`src/rtl/dma_tx_pkg.sv`:
```
// Shared types and defaults for the host-side TX DMA burst issuer.
// State enum, default widths, descriptor bundle shared with the fetcher.
package dma_tx_pkg;

  localparam int DEF_LEN_W   = 8;
  localparam int DEF_MAX_OUT = 8;

  typedef enum logic [1:0] {
    IDLE,
    BURST,
    DRAIN,
    QUIET
  } tx_state_e;

  typedef struct packed {
    logic [DEF_LEN_W-1:0] len;
  } tx_desc_t;

endpackage

```
`src/rtl/dma_tx_if.sv`:
```
// Descriptor, beat and completion handshakes of the TX DMA issuer.
// master: fetcher/bus side driving requests; slave: the issuer.
interface dma_tx_if #(
  parameter int LEN_W = 8
);
  logic             desc_valid;
  logic             desc_ready;
  logic [LEN_W-1:0] desc_len;
  logic             beat_valid;
  logic             beat_ready;
  logic             beat_last;
  logic             cpl_valid;

  modport master (
    output desc_valid, desc_len, beat_ready, cpl_valid,
    input  desc_ready, beat_valid, beat_last
  );

  modport slave (
    input  desc_valid, desc_len, beat_ready, cpl_valid,
    output desc_ready, beat_valid, beat_last
  );
endinterface

```
`src/rtl/dma_tx_quiesce_out_cnt.sv`:
```
// Outstanding-burst up/down counter: full flag, zero-next, stray-cpl error.
// Ports: clk, rst_n, inc, cpl -> cnt, full, zero_next, err (sticky).
module dma_out_cnt #(
  parameter int MAX_OUT = 8,
  parameter int CNT_W   = $clog2(MAX_OUT + 1)
) (
  input  logic             clk,
  input  logic             rst_n,
  input  logic             inc,
  input  logic             cpl,
  output logic [CNT_W-1:0] cnt,
  output logic             full,
  output logic             zero_next,
  output logic             err
);

  logic             dec;
  logic [CNT_W-1:0] cnt_next;

  // A completion with nothing outstanding is dropped, never wraps.
  assign dec = cpl && (cnt != '0);

  always_comb begin
    cnt_next = cnt;
    unique case ({inc, dec})
      2'b10:   cnt_next = cnt + CNT_W'(1);
      2'b01:   cnt_next = cnt - CNT_W'(1);
      default: cnt_next = cnt;
    endcase
  end

  assign full      = (cnt == CNT_W'(MAX_OUT));
  assign zero_next = (cnt_next == '0);

  always_ff @(posedge clk or negedge rst_n) begin
    if (!rst_n) begin
      cnt <= '0;
      err <= 1'b0;
    end else begin
      cnt <= cnt_next;
      if (cpl && (cnt == '0) && !inc)
        err <= 1'b1;
    end
  end

endmodule

```
`src/rtl/dma_tx_quiesce.sv`:
```
// TX DMA burst issuer with halt/quiesce tracking.
// Ports: clk, rst_n, dma_halt, bus (slave), tx_quiet, outstanding, cpl_err.
module dma_tx_quiesce
  import dma_tx_pkg::*;
#(
  parameter int LEN_W   = DEF_LEN_W,
  parameter int MAX_OUT = DEF_MAX_OUT,
  parameter int CNT_W   = $clog2(MAX_OUT + 1)
) (
  input  logic             clk,
  input  logic             rst_n,
  input  logic             dma_halt,
  dma_tx_if.slave          bus,
  output logic             tx_quiet,
  output logic [CNT_W-1:0] outstanding,
  output logic             cpl_err
);

  tx_state_e        state_q, state_d;
  logic [LEN_W-1:0] cnt_q, cnt_d;
  logic             accept;
  logic             beat_hs;
  logic             full;
  logic             zero_next;

  // Gated by rst_n so nothing is offered while reset is held.
  assign bus.desc_ready = rst_n && (state_q == IDLE)
                        && !dma_halt && !full;
  assign accept         = bus.desc_valid && bus.desc_ready;

  assign bus.beat_valid = (state_q == BURST);
  assign bus.beat_last  = bus.beat_valid && (cnt_q == '0);
  assign beat_hs        = bus.beat_valid && bus.beat_ready;
  assign tx_quiet       = (state_q == QUIET);

  dma_out_cnt #(
    .MAX_OUT (MAX_OUT),
    .CNT_W   (CNT_W)
  ) u_out_cnt (
    .clk       (clk),
    .rst_n     (rst_n),
    .inc       (accept),
    .cpl       (bus.cpl_valid),
    .cnt       (outstanding),
    .full      (full),
    .zero_next (zero_next),
    .err       (cpl_err)
  );

  always_comb begin
    state_d = state_q;
    cnt_d   = cnt_q;
    unique case (state_q)
      IDLE: begin
        if (accept) begin
          state_d = BURST;
          cnt_d   = bus.desc_len;
        end else if (dma_halt) begin
          state_d = DRAIN;
        end
      end
      BURST: begin
        // Halt never truncates: only the last beat can leave.
        if (beat_hs) begin
          if (cnt_q == '0)
            state_d = dma_halt ? DRAIN : IDLE;
          else
            cnt_d = cnt_q - LEN_W'(1);
        end
      end
      DRAIN: begin
        if (!dma_halt)
          state_d = IDLE;
        else if (zero_next)
          state_d = QUIET;
      end
      QUIET: begin
        if (!dma_halt)
          state_d = IDLE;
      end
      default: state_d = IDLE;
    endcase
  end

  always_ff @(posedge clk or negedge rst_n) begin
    if (!rst_n) begin
      state_q <= IDLE;
      cnt_q   <= '0;
    end else begin
      state_q <= state_d;
      cnt_q   <= cnt_d;
    end
  end

endmodule

```
`src/flat_wrapper.sv`:
```
// flat-port wrapper written by rule: the top's interface ports become plain ports
module dma_tx_quiesce_flat import dma_tx_pkg::*;
#(
  parameter int LEN_W   = DEF_LEN_W,
  parameter int MAX_OUT = DEF_MAX_OUT,
  parameter int CNT_W   = $clog2(MAX_OUT + 1)
)
  (clk, rst_n, dma_halt, tx_quiet, outstanding, cpl_err, bus_desc_valid, bus_desc_len, bus_beat_ready, bus_cpl_valid, bus_desc_ready, bus_beat_valid, bus_beat_last);
  dma_tx_if #(.LEN_W(LEN_W)) bus_i ();
  input  logic clk;
  input  logic rst_n;
  input  logic dma_halt;
  output logic tx_quiet;
  output logic [CNT_W-1:0] outstanding;
  output logic cpl_err;
  input wire logic [$bits(bus_i.desc_valid)-1:0] bus_desc_valid;
  input wire logic [$bits(bus_i.desc_len)-1:0] bus_desc_len;
  input wire logic [$bits(bus_i.beat_ready)-1:0] bus_beat_ready;
  input wire logic [$bits(bus_i.cpl_valid)-1:0] bus_cpl_valid;
  output wire logic [$bits(bus_i.desc_ready)-1:0] bus_desc_ready;
  output wire logic [$bits(bus_i.beat_valid)-1:0] bus_beat_valid;
  output wire logic [$bits(bus_i.beat_last)-1:0] bus_beat_last;
  assign bus_i.desc_valid = bus_desc_valid;
  assign bus_i.desc_len = bus_desc_len;
  assign bus_i.beat_ready = bus_beat_ready;
  assign bus_i.cpl_valid = bus_cpl_valid;
  assign bus_desc_ready = bus_i.desc_ready;
  assign bus_beat_valid = bus_i.beat_valid;
  assign bus_beat_last = bus_i.beat_last;
  dma_tx_quiesce #(.LEN_W(LEN_W), .MAX_OUT(MAX_OUT), .CNT_W(CNT_W)) u_core (.clk(clk), .rst_n(rst_n), .dma_halt(dma_halt), .bus(bus_i), .tx_quiet(tx_quiet), .outstanding(outstanding), .cpl_err(cpl_err));
endmodule
```
`config.mk`:
```
export PLATFORM = sky130hd
export DESIGN_NAME = dma_tx_quiesce_flat
export DESIGN_NICKNAME = d
export VERILOG_FILES = /design/src/rtl/dma_tx_pkg.sv /design/src/rtl/dma_tx_if.sv /design/src/rtl/dma_tx_quiesce_out_cnt.sv /design/src/rtl/dma_tx_quiesce.sv /design/src/flat_wrapper.sv
export SDC_FILE = /design/constraint.sdc
export NUM_CORES = 1
export LEC_CHECK = 0
export CORE_ASPECT_RATIO = 1.5
export CORE_MARGIN = 2
export CORE_UTILIZATION = 45
export DETAILED_ROUTE_END_ITERATION = 10
export DONT_BUFFER_PORTS = 1
export GPL_TIMING_DRIVEN = 0
export SLEW_MARGIN = 20
export SYNTH_ARGS = -nofsm -noshare
export SYNTH_HDL_FRONTEND = slang
export SYNTH_HIERARCHICAL = 1
export SYNTH_SLANG_ARGS = --single-unit
```
`constraint.sdc`:
```
create_clock -name clk -period 4.68 [get_ports clk]
set_input_delay 1.17 -clock clk [delete_from_list [all_inputs] [get_ports clk]]
set_output_delay 1.17 -clock clk [all_outputs]
set_load 0.05 [all_outputs]
```
==> results of run 1 <==
## worst max-delay path, delay by kind of cell (launching register included)
kind	cells	cell delay, ns
AND/OR/NAND/NOR	3	0.65
AO/OA/AOI/OAI	4	0.54
buffers and inverters	4	0.70
adder cells (fa/ha/maj)	2	0.40
multiplexers	1	0.24
flip-flops	1	0.65
XOR/XNOR	2	0.26
## synth_stat cells (2+ instances only)
cell type and instances:
a21oi_1 5, a22oi_1 5, and2_1 2, buf_2 3, buf_6 3, dfrtp_1 15, ha_1 5, inv_1 7
nand2_1 5, nand3_1 5, nor2_1 8, nor2b_1 3, nor3_1 2, nor3b_1 2, nor3b_2 2, nor4_1 4
o211ai_1 4, o21ai_0 3, o221ai_1 3, o22ai_1 2, o2bb2ai_1 2, xnor2_1 3
## cell type report
| cell class | instances | area, µm² | share of cell area, % |
|---|---|---|---|
| flip-flops and latches | 15 | 375 | 30.2 |
| well taps | 24 | 30.0 | 2.41 |
| multi-input cells | 91 | 716 | 57.5 |
| inverters | 9 | 33.8 | 2.72 |
| plain buffers | 7 | 62.6 | 5.03 |
| clock buffers | 4 | 26.3 | 2.11 |
## worst paths after layout
check / start / endpoint / slack (ns) / depth (start not counted)
worst max-delay path: u_core/u_out_cnt/cnt[2]$_DFF_PN0_ / u_core/state_q[0]$_DFFE_PN0P_ / 1.15 / 16
worst min-delay path: u_core/cnt_q[0]$_DFFE_PN0P_ / u_core/cnt_q[0]$_DFFE_PN0P_ / 0.53 / 1
worst max register to register: u_core/u_out_cnt/cnt[2]$_DFF_PN0_ / u_core/state_q[0]$_DFFE_PN0P_ / 1.15 / 16
worst min register to register: u_core/cnt_q[0]$_DFFE_PN0P_ / u_core/cnt_q[0]$_DFFE_PN0P_ / 0.53 / 1
max in group asynchronous: rst_n / u_core/u_out_cnt/cnt[1]$_DFF_PN0_ / 4.04 / 0
min in group asynchronous: rst_n / u_core/cnt_q[4]$_DFFE_PN0P_ / 0.57 / 0
## stage by stage
stage	std cells	utilization [%]	area [µm²]	power [mW]	setup slack, ns
2_1_floorplan	122	-	1190	0.760	1.32
3_3_place_gp	146	49.1	1220	0.843	1.00
3_5_place_dp	146	49.1	1220	0.856	0.967
4_1_cts	150	50.2	1240	0.932	1.15
5_1_grt	150	50.2	1240	0.993	0.886
6_report	150	50.2	1240	0.924	1.15
## sequential cells by signal, summed over array words and instances, names as in the netlist
signal / cells
u_core/state_q: 2
u_core/u_out_cnt/err: 1
u_core/cnt_q: 8
u_core/u_out_cnt/cnt: 4
## metal layers
layer  wire length (µm)  track usage, %
met1                951            19.7
met2               1480            35.2
met3                 86            2.71
met4                 35            7.50
met5                  0               0
## cells by family (layout without fill, tap and decap cells)
kind of cell | after synthesis | in the layout | share of synthesized area (%)
simple gates | 44 | 44 | 26.2
flops | 15 | 15 | 31.6
mux | 2 | 2 | 1.79
fa+ha+maj | 5 | 5 | 5.27
buf+inv | 16 | 20 | 8.11
compound gates | 36 | 36 | 24.0
xor+xnor | 4 | 4 | 2.95
## report_power, final
part           internal (mW)  switching [mW]  total (mW)
combinational          0.210           0.290       0.500
clock                 0.0331          0.0410      0.0741
sequential             0.194           0.156       0.350
total                  0.437           0.487       0.924
==> run_summary.xml, run 1 <==
<?xml version="1.0" encoding="UTF-8"?>
<metrics>
  <group name="status">
    <metric name="outcome" unit="">complete, no violations</metric>
  </group>
  <group name="logic_synthesis">
    <metric name="synth.net_count" unit="">141</metric>
    <metric name="synth_cell_type_count" unit="">51</metric>
    <metric name="postSynthCellCount" unit="">122</metric>
    <metric name="post_synthesis_mean_instance_area" unit="µm²">9.73</metric>
    <metric name="ys.flop_type" unit="">dfrtp_1</metric>
    <metric name="synthesis.area" unit="mm²">0.00119</metric>
    <metric name="yosysTopAreaCell" unit="">dfrtp_1</metric>
    <metric name="yosysWarnings" unit="">6</metric>
    <metric name="async_reset_ff_share" unit="%">100</metric>
    <metric name="yosys_register_bits" unit="">15</metric>
    <metric name="number_of_enable_type_register_cells_in_the_synthesized_netlist" unit="">0</metric>
    <metric name="synth.top_cells.by_area" unit="">dfrtp_1 (32%), ha_1 (5.3%), a22oi_1 (3.2%), buf_6 (2.8%), nor2_1 (2.5%)</metric>
    <metric name="post_synthesis_sequential_area_ratio" unit="%">31.6</metric>
    <metric name="yosysTopAreaCellShare" unit="%">31.6</metric>
  </group>
  <group name="floorplan">
    <metric name="rows" unit="">22</metric>
    <metric name="die_w" unit="µm">45.9</metric>
    <metric name="ios" unit="">23</metric>
    <metric name="die_area" unit="mm²">0.00307</metric>
    <metric name="chipHeight" unit="µm">66.9</metric>
    <metric name="floorplan.initialDensity" unit="%">47.9</metric>
    <metric name="core-area" unit="mm²">0.00248</metric>
  </group>
  <group name="timing">
    <metric name="timing.clock.skew" unit="ns">0.00596</metric>
    <metric name="setup_viol" unit="">0</metric>
    <metric name="setup_tns" unit="ns">0</metric>
    <metric name="clock.fmax" unit="MHz">283</metric>
    <metric name="worst_hold_slack" unit="ns">0.527</metric>
    <metric name="tightestPinTransition" unit="ns">0.646</metric>
    <metric name="slew_headroom" unit="%">56.6</metric>
    <metric name="finalCritPeriodShare" unit="%">75.4</metric>
    <metric name="rsz0062_at_grt" unit="">no</metric>
    <metric name="drv_slew" unit="">0</metric>
    <metric name="hold_viol" unit="">0</metric>
    <metric name="post-route-min-period" unit="ns">3.53</metric>
  </group>
  <group name="place">
    <metric name="finalWeightedCongestion" unit="">0.740</metric>
    <metric name="dp_hpwl" unit="µm">2020</metric>
    <metric name="place.port_buffers" unit="">0</metric>
  </group>
  <group name="critical_path">
    <metric name="endpoint_kind_of_the_worst_setup_timing_path" unit="">register</metric>
    <metric name="critical_setup_path_class" unit="">reg2reg</metric>
    <metric name="critPathArrivalTime" unit="ns">3.73</metric>
    <metric name="critical_path.cell_chain" unit="">clkbuf_8 -&gt; nor4_1 -&gt; nor4_1 -&gt; nand3_1 -&gt; inv_2 -&gt; inv_1 -&gt; ha_1 -&gt; buf_6 -&gt; xor2_1 -&gt; ha_1 -&gt; a21oi_2 -&gt; mux2i_1 -&gt; xnor2_1 -&gt; a211oi_2 -&gt; o21ai_0 -&gt; a22oi_1</metric>
    <metric name="worst_endpoint_required_time" unit="ns">4.88</metric>
    <metric name="cp-start-kind" unit="">register</metric>
    <metric name="cp_slowest_stage_delay" unit="ns">0.65</metric>
    <metric name="crit_fanout" unit="">9</metric>
    <metric name="cp_slowest_cell" unit="">dfrtp_1</metric>
  </group>
  <group name="layout">
    <metric name="fillers" unit="">259</metric>
    <metric name="nets" unit="">146</metric>
    <metric name="area.growth.synth_to_final" unit="%">4.74</metric>
    <metric name="layout_commonest_cell" unit="">dfrtp_1</metric>
    <metric name="layout_common_cells" unit="">dfrtp_1 (15), nor2_1 (8), inv_1 (7)</metric>
    <metric name="layout-drive-gt1-share" unit="%">21.4</metric>
    <metric name="num_antenna_cells" unit="">0</metric>
  </group>
  <group name="clock_tree">
    <metric name="clock_tree.htree_level_count" unit="">1</metric>
    <metric name="clock_latency" unit="ns">0.28</metric>
    <metric name="clkSinkCount" unit="">15</metric>
    <metric name="cts_hold_buffers" unit="">0</metric>
    <metric name="post_cts_buffers" unit="">0</metric>
    <metric name="clock-root-buffer" unit="">clkbuf_4</metric>
    <metric name="cts-buffers-inserted" unit="">3</metric>
    <metric name="cts_max_path_buffers" unit="">2</metric>
    <metric name="cts_tree" unit="">done</metric>
    <metric name="clk_transition_reported_paths" unit="ns">0.09</metric>
    <metric name="postCtsResizedCells" unit="">0</metric>
  </group>
  <group name="grt">
    <metric name="grt_max_degree" unit="">18</metric>
    <metric name="antenna_violations_before_repair" unit="">0</metric>
    <metric name="via_count_of_the_first_global_routing_pass" unit="">957</metric>
    <metric name="grt_usage" unit="%">18.8</metric>
    <metric name="grt_pass1_wl" unit="µm">4260</metric>
    <metric name="grt-ovfl-total" unit="">0</metric>
  </group>
  <group name="route">
    <metric name="firstDrtPassIters" unit="">4</metric>
    <metric name="drt_first_iter_violations" unit="">10</metric>
    <metric name="drc_errors" unit="">0</metric>
    <metric name="route.detailed.vias_per_inst" unit="">6.39</metric>
    <metric name="wl" unit="µm">2550</metric>
    <metric name="average_routed_wire_per_standard_cell" unit="µm">17.0</metric>
    <metric name="antenna_violating_nets_post_route" unit="">0</metric>
    <metric name="vias" unit="">958</metric>
  </group>
  <group name="pwr">
    <metric name="total_leakage_power" unit="nW">0.489</metric>
    <metric name="cellPowerDensity" unit="mW/mm²">743</metric>
    <metric name="irDropWorstVdd" unit="V">0.000371</metric>
  </group>
  <group name="min_path">
    <metric name="hp-class" unit="">reg2reg</metric>
  </group>
  <group name="flow_run">
    <metric name="max_cap_violations" unit="">0</metric>
  </group>
</metrics>
No activity file was read; power rests on OpenSTA's default activity.
==> inputs of run 2 (changes only) <==
--- a/config.mk
+++ b/config.mk
@@ -5,6 +5,7 @@
 export SDC_FILE = /design/constraint.sdc
 export NUM_CORES = 1
 export LEC_CHECK = 0
+export ABC_AREA = 1
 export CORE_ASPECT_RATIO = 1.5
 export CORE_MARGIN = 2
 export CORE_UTILIZATION = 45
==> constraint.sdc (replaced) <==
create_clock -name clk -period 3.4 [get_ports clk]
set_input_delay 0.85 -clock clk [delete_from_list [all_inputs] [get_ports clk]]
set_output_delay 0.85 -clock clk [all_outputs]
set_load 0.05 [all_outputs]
==> run 2 against run 1 <==
Compared with the run above:
- critical path depth up 6
- core utilization up 0.41 points
- global-route usage up 0.58 points
- maximum frequency up 12%
- clock-buffer cell count unchanged
- sequential power up 39%
- critical path type unchanged
- highest routed layer unchanged
==> run_summary.xml, run 2 <==
<?xml version="1.0" encoding="UTF-8"?>
<metrics>
  <group name="logic_synthesis">
    <metric name="synth_cell_type_count" unit="">29</metric>
    <metric name="yosysTopAreaCellShare" unit="%">32.2</metric>
    <metric name="post-synth-top-count-cell" unit="">nand2_1</metric>
    <metric name="post_synthesis_sequential_area_ratio" unit="%">32.2</metric>
    <metric name="synth.top_cells.by_area" unit="">dfrtp_1 (32%), nand2_1 (19%), nand3_1 (6.4%), inv_1 (6.1%), nor2_1 (5.5%)</metric>
    <metric name="synth.top_cells.by_count" unit="">nand2_1 (59), inv_1 (19), nor2_1 (17)</metric>
    <metric name="ys.flop_type" unit="">dfrtp_1</metric>
    <metric name="postSynthCellCount" unit="">172</metric>
    <metric name="number_of_enable_type_register_cells_in_the_synthesized_netlist" unit="">0</metric>
    <metric name="yosys_register_bits" unit="">15</metric>
    <metric name="synthesis.area" unit="mm²">0.00117</metric>
    <metric name="yosysTopAreaCell" unit="">dfrtp_1</metric>
    <metric name="yosysWarnings" unit="">6</metric>
    <metric name="async_reset_ff_share" unit="%">100</metric>
    <metric name="post_synthesis_mean_instance_area" unit="µm²">6.78</metric>
    <metric name="synth.net_count" unit="">191</metric>
  </group>
  <group name="route">
    <metric name="drt_first_iter_violations" unit="">27</metric>
    <metric name="wl" unit="µm">2580</metric>
    <metric name="vias" unit="">1080</metric>
    <metric name="antenna_violating_nets_post_route" unit="">0</metric>
    <metric name="firstDrtPassIters" unit="">4</metric>
    <metric name="drc_errors" unit="">0</metric>
    <metric name="average_routed_wire_per_standard_cell" unit="µm">12.9</metric>
    <metric name="route.detailed.vias_per_inst" unit="">5.40</metric>
  </group>
  <group name="layout">
    <metric name="layout-drive-gt1-share" unit="%">17.6</metric>
    <metric name="max_flop_register" unit="">u_core/cnt_q</metric>
    <metric name="num_antenna_cells" unit="">0</metric>
    <metric name="area.growth.synth_to_final" unit="%">6.33</metric>
    <metric name="layout_top_registers" unit="">u_core/cnt_q: 8 flops, u_core/u_out_cnt/cnt: 4 flops, u_core/state_q: 2 flops</metric>
    <metric name="nets" unit="">196</metric>
    <metric name="layout_common_cells" unit="">nand2_1 (59), inv_1 (19), nor2_1 (17), nand3_1 (15), dfrtp_1 (11)</metric>
    <metric name="layout_commonest_cell" unit="">nand2_1</metric>
    <metric name="final-seq-area" unit="µm²">380</metric>
    <metric name="fillers" unit="">253</metric>
    <metric name="finish.cell_count_without_fillers" unit="">200</metric>
    <metric name="multiInputGateArea" unit="µm²">708</metric>
    <metric name="largest_reg_flops" unit="">8</metric>
  </group>
  <group name="timing">
    <metric name="rsz0062_at_grt" unit="">no</metric>
    <metric name="finalCritPeriodShare" unit="%">93.0</metric>
    <metric name="clock.fmax" unit="MHz">316</metric>
    <metric name="setup_ws" unit="ns">0.239</metric>
    <metric name="hold_viol" unit="">0</metric>
    <metric name="slew_headroom" unit="%">42.0</metric>
    <metric name="setup_viol" unit="">0</metric>
    <metric name="drv_slew" unit="">0</metric>
    <metric name="tightestPinTransition" unit="ns">0.865</metric>
    <metric name="timing.clock.skew" unit="ns">0.00846</metric>
    <metric name="post-route-min-period" unit="ns">3.16</metric>
    <metric name="setup_tns" unit="ns">0</metric>
  </group>
  <group name="floorplan">
    <metric name="die_area" unit="mm²">0.00302</metric>
    <metric name="ios" unit="">23</metric>
    <metric name="floorplan.initialDensity" unit="%">47.6</metric>
    <metric name="chipHeight" unit="µm">66.3</metric>
    <metric name="rows" unit="">22</metric>
    <metric name="die_w" unit="µm">45.6</metric>
    <metric name="core-area" unit="mm²">0.00245</metric>
  </group>
  <group name="clock_tree">
    <metric name="clock-root-buffer" unit="">clkbuf_4</metric>
    <metric name="cts_max_path_buffers" unit="">2</metric>
    <metric name="clk_transition_reported_paths" unit="ns">0.10</metric>
    <metric name="clock_latency" unit="ns">0.28</metric>
    <metric name="cts-buffers-inserted" unit="">3</metric>
    <metric name="clkSinkCount" unit="">15</metric>
    <metric name="clock_tree.htree_level_count" unit="">1</metric>
    <metric name="cts_tree" unit="">done</metric>
    <metric name="post_cts_buffers" unit="">0</metric>
  </group>
  <group name="place">
    <metric name="finalWeightedCongestion" unit="">0.881</metric>
    <metric name="placed_cell_count" unit="">196</metric>
    <metric name="place.port_buffers" unit="">0</metric>
    <metric name="dp_slack" unit="ns">0.0899</metric>
    <metric name="dp_hpwl" unit="µm">2020</metric>
  </group>
  <group name="pwr">
    <metric name="internal-power" unit="mW">0.592</metric>
    <metric name="power.share.combinational" unit="%">58.2</metric>
    <metric name="total_leakage_power" unit="nW">0.660</metric>
    <metric name="cellPowerDensity" unit="mW/mm²">1140</metric>
    <metric name="sw_frac_of_total" unit="%">57.9</metric>
    <metric name="share_seq_of_total_power" unit="%">34.5</metric>
    <metric name="irDropWorstVdd" unit="V">0.000427</metric>
    <metric name="clock_power_share" unit="%">7.3</metric>
    <metric name="total_switching_power" unit="mW">0.816</metric>
  </group>
  <group name="critical_path">
    <metric name="cp_slowest_stage_delay" unit="ns">0.54</metric>
    <metric name="crit_fanout" unit="">6</metric>
    <metric name="worst_endpoint_required_time" unit="ns">3.63</metric>
    <metric name="critPathArrivalTime" unit="ns">3.39</metric>
    <metric name="timing.critical_path.from" unit="">u_core/u_out_cnt/cnt[0]$_DFF_PN0_</metric>
    <metric name="critical_path.top_delay_family" unit="">simple AND/OR/NAND/NOR gates</metric>
    <metric name="critical_path.cell_chain" unit="">or2_1 -&gt; nor2_1 -&gt; nor2_1 -&gt; nand3_4 -&gt; inv_1 -&gt; inv_1 -&gt; ha_2 -&gt; nand2_1 -&gt; inv_2 -&gt; nor2_4 -&gt; ha_1 -&gt; nand2_1 -&gt; nand2_1 -&gt; nor2_1 -&gt; o211ai_1 -&gt; nor2_2 -&gt; nor2_1 -&gt; nand3_1 -&gt; nand2_1 -&gt; nor2_1 -&gt; nand3_1 -&gt; nand2_1</metric>
    <metric name="endpoint_kind_of_the_worst_setup_timing_path" unit="">register</metric>
    <metric name="worstPathBufferInverterCount" unit="">3</metric>
    <metric name="cp-start-kind" unit="">register</metric>
    <metric name="critical_setup_path_class" unit="">reg2reg</metric>
    <metric name="cp_slowest_cell" unit="">dfrtp_2</metric>
    <metric name="critical_path.reg2reg.startpoint" unit="">u_core/u_out_cnt/cnt[0]$_DFF_PN0_</metric>
  </group>
  <group name="grt">
    <metric name="grt_pass1_wl" unit="µm">4310</metric>
    <metric name="use_met2" unit="%">34.7</metric>
    <metric name="grt_met1_usage" unit="%">19.6</metric>
    <metric name="grt_max_degree" unit="">17</metric>
    <metric name="grtUsageMet3" unit="%">5.19</metric>
    <metric name="antenna_violations_before_repair" unit="">0</metric>
    <metric name="grt-ovfl-total" unit="">0</metric>
    <metric name="grt_busiest_layer" unit="">met2</metric>
    <metric name="via_count_of_the_first_global_routing_pass" unit="">1064</metric>
    <metric name="grt_usage" unit="%">19.4</metric>
  </group>
  <group name="min_path">
    <metric name="hp-class" unit="">in2async</metric>
  </group>
  <group name="flow_run">
    <metric name="max_cap_violations" unit="">0</metric>
  </group>
  <group name="status">
    <metric name="outcome" unit="">complete, no violations</metric>
  </group>
</metrics>
## run 2: cell types whose count changed after synthesis, sizes merged, moves of 6 or more
cell	change
nand2	+58
nor2	+12
nand3	+13
o21ai	+7
nor4	-6
inv	+16
## run 2: kinds of logic (layout without fill, tap and decap cells)
| kind of cell | Yosys count | after routing | synth area share (%) |
|---|---|---|---|
| adder cells (fa/ha/maj) | 5 | 5 | 5.36 |
| flip-flops | 15 | 15 | 32.2 |
| AND/OR/NAND/NOR | 108 | 108 | 42.3 |
| XOR/XNOR | 3 | 3 | 2.25 |
| AO/OA/AOI/OAI | 15 | 15 | 8.91 |
| buffers and inverters | 25 | 29 | 8.15 |
| multiplexers | 1 | 1 | 0.858 |
## run 2: area by class of cell
cell class                      instances  share of cell area, %
Sequential cell                        15                   30.7
Clock buffer                            4                   2.12
Tap cell                               24                   2.42
Buffer                                  1                  0.404
Multi-Input combinational cell        132                   57.1
Inverter                               24                   7.27
## run 2: layer usage
layer  vias up  wire length [µm]
met5         -                 0
met3         8                84
met2        30              1430
li1        548                 -
met1       494              1010
met4         0                60
## run 2: path summary, 6_finish.rpt
check / end / slack, ns / depth (start not counted)
min: u_core/cnt_q[0]$_DFFE_PN0P_ / 0.25 / 0
max reg2reg: u_core/state_q[1]$_DFFE_PN0P_ / 0.24 / 22
max: u_core/state_q[1]$_DFFE_PN0P_ / 0.24 / 22
min in group clk: u_core/cnt_q[0]$_DFFE_PN0P_ / 0.52 / 2
min reg2reg: u_core/cnt_q[0]$_DFFE_PN0P_ / 0.52 / 2
max in group asynchronous: u_core/u_out_cnt/cnt[2]$_DFF_PN0_ / 3.06 / 0
## run 2: power by group through the flow
stage	Clock (mW)	Combinational [mW]	Sequential (mW)
6_report	0.103	0.820	0.486
5_1_grt	0.122	0.937	0.499
4_1_cts	0.108	0.821	0.480
3_5_place_dp	0	0.818	0.483
3_3_place_gp	0	0.783	0.479
2_1_floorplan	0	0.679	0.457
## run 2: what timing repair did
item	in CTS	in global routing
endpoints found under the setup margin	0	2
resized for setup	0	5
hold buffers	0	0
## run 2: per-stage QoR
step	total power, mW	util, %	hold WS [ns]	instance area [µm²]
after floorplan	1.14	-	0.465	1170
after global placement	1.26	48.8	0.488	1200
after detailed placement	1.30	49.2	0.498	1210
after CTS	1.41	50.3	0.243	1230
after global routing	1.56	50.6	0.211	1240
final	1.41	50.6	0.250	1240
==> inputs of run 3 (changes only) <==
--- a/config.mk
+++ b/config.mk
@@ -12,6 +12,7 @@
 export DETAILED_ROUTE_END_ITERATION = 10
 export DONT_BUFFER_PORTS = 1
 export GPL_TIMING_DRIVEN = 0
+export PLACE_DENSITY = 0.57
 export SLEW_MARGIN = 20
 export SYNTH_ARGS = -nofsm -noshare
 export SYNTH_HDL_FRONTEND = slang
==> run 3 against run 2 <==
Compared with the run above:
- clock-buffer cell count stayed put
- final cell count unchanged
- combinational power shrank 1%
- sequential power is 1% lower
- clock skew is 0.0048 ns lower
- non-clock buffer count did not move
- first-iteration DRC count fell by 3.7%
- die area did not move
==> run_summary.xml, run 3 (synthesized netlist as in run 2, its figures left out) <==
<?xml version="1.0" encoding="UTF-8"?>
<metrics>
  <group name="pwr">
    <metric name="total_leakage_power" unit="nW">0.660</metric>
    <metric name="irDropWorstVdd" unit="V">0.000465</metric>
    <metric name="cellPowerDensity" unit="mW/mm²">1120</metric>
  </group>
  <group name="timing">
    <metric name="tightestPinTransition" unit="ns">0.860</metric>
    <metric name="finalCritPeriodShare" unit="%">91.6</metric>
    <metric name="timing.clock.skew" unit="ns">0.00364</metric>
    <metric name="slew_headroom" unit="%">42.3</metric>
    <metric name="setup_viol" unit="">0</metric>
    <metric name="clock.fmax" unit="MHz">321</metric>
    <metric name="drv_slew" unit="">0</metric>
    <metric name="setup_tns" unit="ns">0</metric>
    <metric name="rsz0062_at_grt" unit="">no</metric>
    <metric name="post-route-min-period" unit="ns">3.11</metric>
    <metric name="hold_viol" unit="">0</metric>
  </group>
  <group name="route">
    <metric name="drc_errors" unit="">0</metric>
    <metric name="route.detailed.vias_per_inst" unit="">5.29</metric>
    <metric name="wl" unit="µm">2430</metric>
    <metric name="drt_first_iter_violations" unit="">26</metric>
    <metric name="average_routed_wire_per_standard_cell" unit="µm">12.2</metric>
    <metric name="antenna_violating_nets_post_route" unit="">0</metric>
    <metric name="vias" unit="">1057</metric>
    <metric name="firstDrtPassIters" unit="">4</metric>
  </group>
  <group name="critical_path">
    <metric name="cp_slowest_cell" unit="">dfrtp_2</metric>
    <metric name="worst_endpoint_required_time" unit="ns">3.62</metric>
    <metric name="cp_slowest_stage_delay" unit="ns">0.55</metric>
    <metric name="critPathArrivalTime" unit="ns">3.34</metric>
    <metric name="endpoint_kind_of_the_worst_setup_timing_path" unit="">register</metric>
    <metric name="crit_fanout" unit="">6</metric>
    <metric name="critical_path.top_delay_family" unit="">simple AND/OR/NAND/NOR gates</metric>
    <metric name="cp-start-kind" unit="">register</metric>
    <metric name="critical_path.cell_chain" unit="">or2_1 -&gt; nor2_1 -&gt; nor2_1 -&gt; nand3_4 -&gt; inv_1 -&gt; inv_1 -&gt; ha_2 -&gt; nand2_1 -&gt; inv_2 -&gt; nor2_4 -&gt; ha_1 -&gt; nand2_1 -&gt; nand2_1 -&gt; nor2_1 -&gt; o211ai_1 -&gt; nor2_2 -&gt; nor2_1 -&gt; nand3_1 -&gt; nand2_1 -&gt; nor2_1 -&gt; nand3_1 -&gt; nand2_1</metric>
    <metric name="critical_setup_path_class" unit="">reg2reg</metric>
    <metric name="worstPathBufferInverterCount" unit="">3</metric>
  </group>
  <group name="place">
    <metric name="finalWeightedCongestion" unit="">0.844</metric>
    <metric name="dp_hpwl" unit="µm">1960</metric>
    <metric name="placed_cell_area" unit="mm²">0.00121</metric>
    <metric name="place.port_buffers" unit="">0</metric>
  </group>
  <group name="clock_tree">
    <metric name="clk_transition_reported_paths" unit="ns">0.09</metric>
    <metric name="cts_tree" unit="">done</metric>
    <metric name="cts-buffers-inserted" unit="">3</metric>
    <metric name="cts_hold_buffers" unit="">0</metric>
    <metric name="clock-root-buffer" unit="">clkbuf_4</metric>
    <metric name="clock_tree.htree_level_count" unit="">1</metric>
    <metric name="clock_latency" unit="ns">0.28</metric>
    <metric name="cts_max_path_buffers" unit="">2</metric>
    <metric name="clkSinkCount" unit="">15</metric>
  </group>
  <group name="floorplan">
    <metric name="die_w" unit="µm">45.6</metric>
    <metric name="chipHeight" unit="µm">66.3</metric>
    <metric name="die_area" unit="mm²">0.00302</metric>
    <metric name="ios" unit="">23</metric>
    <metric name="rows" unit="">22</metric>
    <metric name="core-area" unit="mm²">0.00245</metric>
    <metric name="floorplan.initialDensity" unit="%">47.6</metric>
  </group>
  <group name="layout">
    <metric name="layout-drive-gt1-share" unit="%">17.6</metric>
    <metric name="nets" unit="">196</metric>
    <metric name="final_design_area_no_fill" unit="mm²">0.00124</metric>
    <metric name="layout_utilization" unit="%">50.6</metric>
    <metric name="layout_commonest_cell" unit="">nand2_1</metric>
    <metric name="layout_common_cells" unit="">nand2_1 (59), inv_1 (19), nor2_1 (17), nand3_1 (15), dfrtp_1 (11)</metric>
    <metric name="area.growth.synth_to_final" unit="%">6.33</metric>
    <metric name="largest_reg_flops" unit="">8</metric>
    <metric name="max_flop_register" unit="">u_core/cnt_q</metric>
    <metric name="layout_top_registers" unit="">u_core/cnt_q: 8 flops, u_core/u_out_cnt/cnt: 4 flops, u_core/state_q: 2 flops</metric>
    <metric name="num_antenna_cells" unit="">0</metric>
  </group>
  <group name="grt">
    <metric name="grt_max_degree" unit="">17</metric>
    <metric name="grt_usage" unit="%">18.9</metric>
    <metric name="antenna_violations_before_repair" unit="">0</metric>
    <metric name="grt-ovfl-total" unit="">0</metric>
    <metric name="grt_pass1_wl" unit="µm">4170</metric>
    <metric name="via_count_of_the_first_global_routing_pass" unit="">1014</metric>
  </group>
  <group name="status">
    <metric name="outcome" unit="">complete, no violations</metric>
  </group>
  <group name="min_path">
    <metric name="hp-class" unit="">in2async</metric>
  </group>
  <group name="flow_run">
    <metric name="max_cap_violations" unit="">0</metric>
  </group>
</metrics>
[run 3: cell counts in the layout (fill, tap and decap cells not counted)]
Identical to the previous run, type by type.
[run 3: final timing paths]
| check | from | to | slack, ns | depth (start not counted) |
|---|---|---|---|---|
| min reg2reg | u_core/cnt_q[1]$_DFFE_PN0P_ | u_core/cnt_q[1]$_DFFE_PN0P_ | 0.52 | 2 |
| min | rst_n | u_core/cnt_q[5]$_DFFE_PN0P_ | 0.25 | 0 |
| max | u_core/u_out_cnt/cnt[0]$_DFF_PN0_ | u_core/state_q[1]$_DFFE_PN0P_ | 0.29 | 22 |
| max reg2reg | u_core/u_out_cnt/cnt[0]$_DFF_PN0_ | u_core/state_q[1]$_DFFE_PN0P_ | 0.29 | 22 |
| min in group clk | u_core/cnt_q[1]$_DFFE_PN0P_ | u_core/cnt_q[1]$_DFFE_PN0P_ | 0.52 | 2 |
| max in group asynchronous | rst_n | u_core/u_out_cnt/cnt[3]$_DFF_PN0_ | 3.07 | 0 |
[run 3: cell type report]
class	count	area, µm²
buffer	1	5.00
multi-input combinational	132	708
fill	256	1210
sequential	15	380
inverter	24	90.1
clock buffer	4	26.3
tap	24	30.0
[run 3: report_power, final]
group          internal, mW  switching, mW  total, mW  leakage (nW)
Sequential            0.273          0.208      0.481         0.177
Clock                0.0455         0.0575      0.103        0.0150
Combinational         0.274          0.536      0.811         0.468
[run 3: through the flow]
step	worst slack (ns)	instances	total power, mW	hold WS [ns]
global route	0.0230	200	1.54	0.236
global placement	0.164	196	1.27	0.487
CTS	0.0641	200	1.40	0.235
finish	0.285	200	1.39	0.249
floorplan	0.510	172	1.14	0.465
detailed placement	0.0814	196	1.29	0.500
[run 3: timing repair]
action,4_1_cts,5_1_grt
setup buffers,0,0
setup endpoints to repair,0,2
gates resized for setup,0,5
[run 3: metal layers]
layer | track usage (%) | wire [µm]
met5 | 0 | 0
met1 | 19.3 | 941
met4 | 7.72 | 17
met2 | 35.9 | 1390
met3 | 2.46 | 85
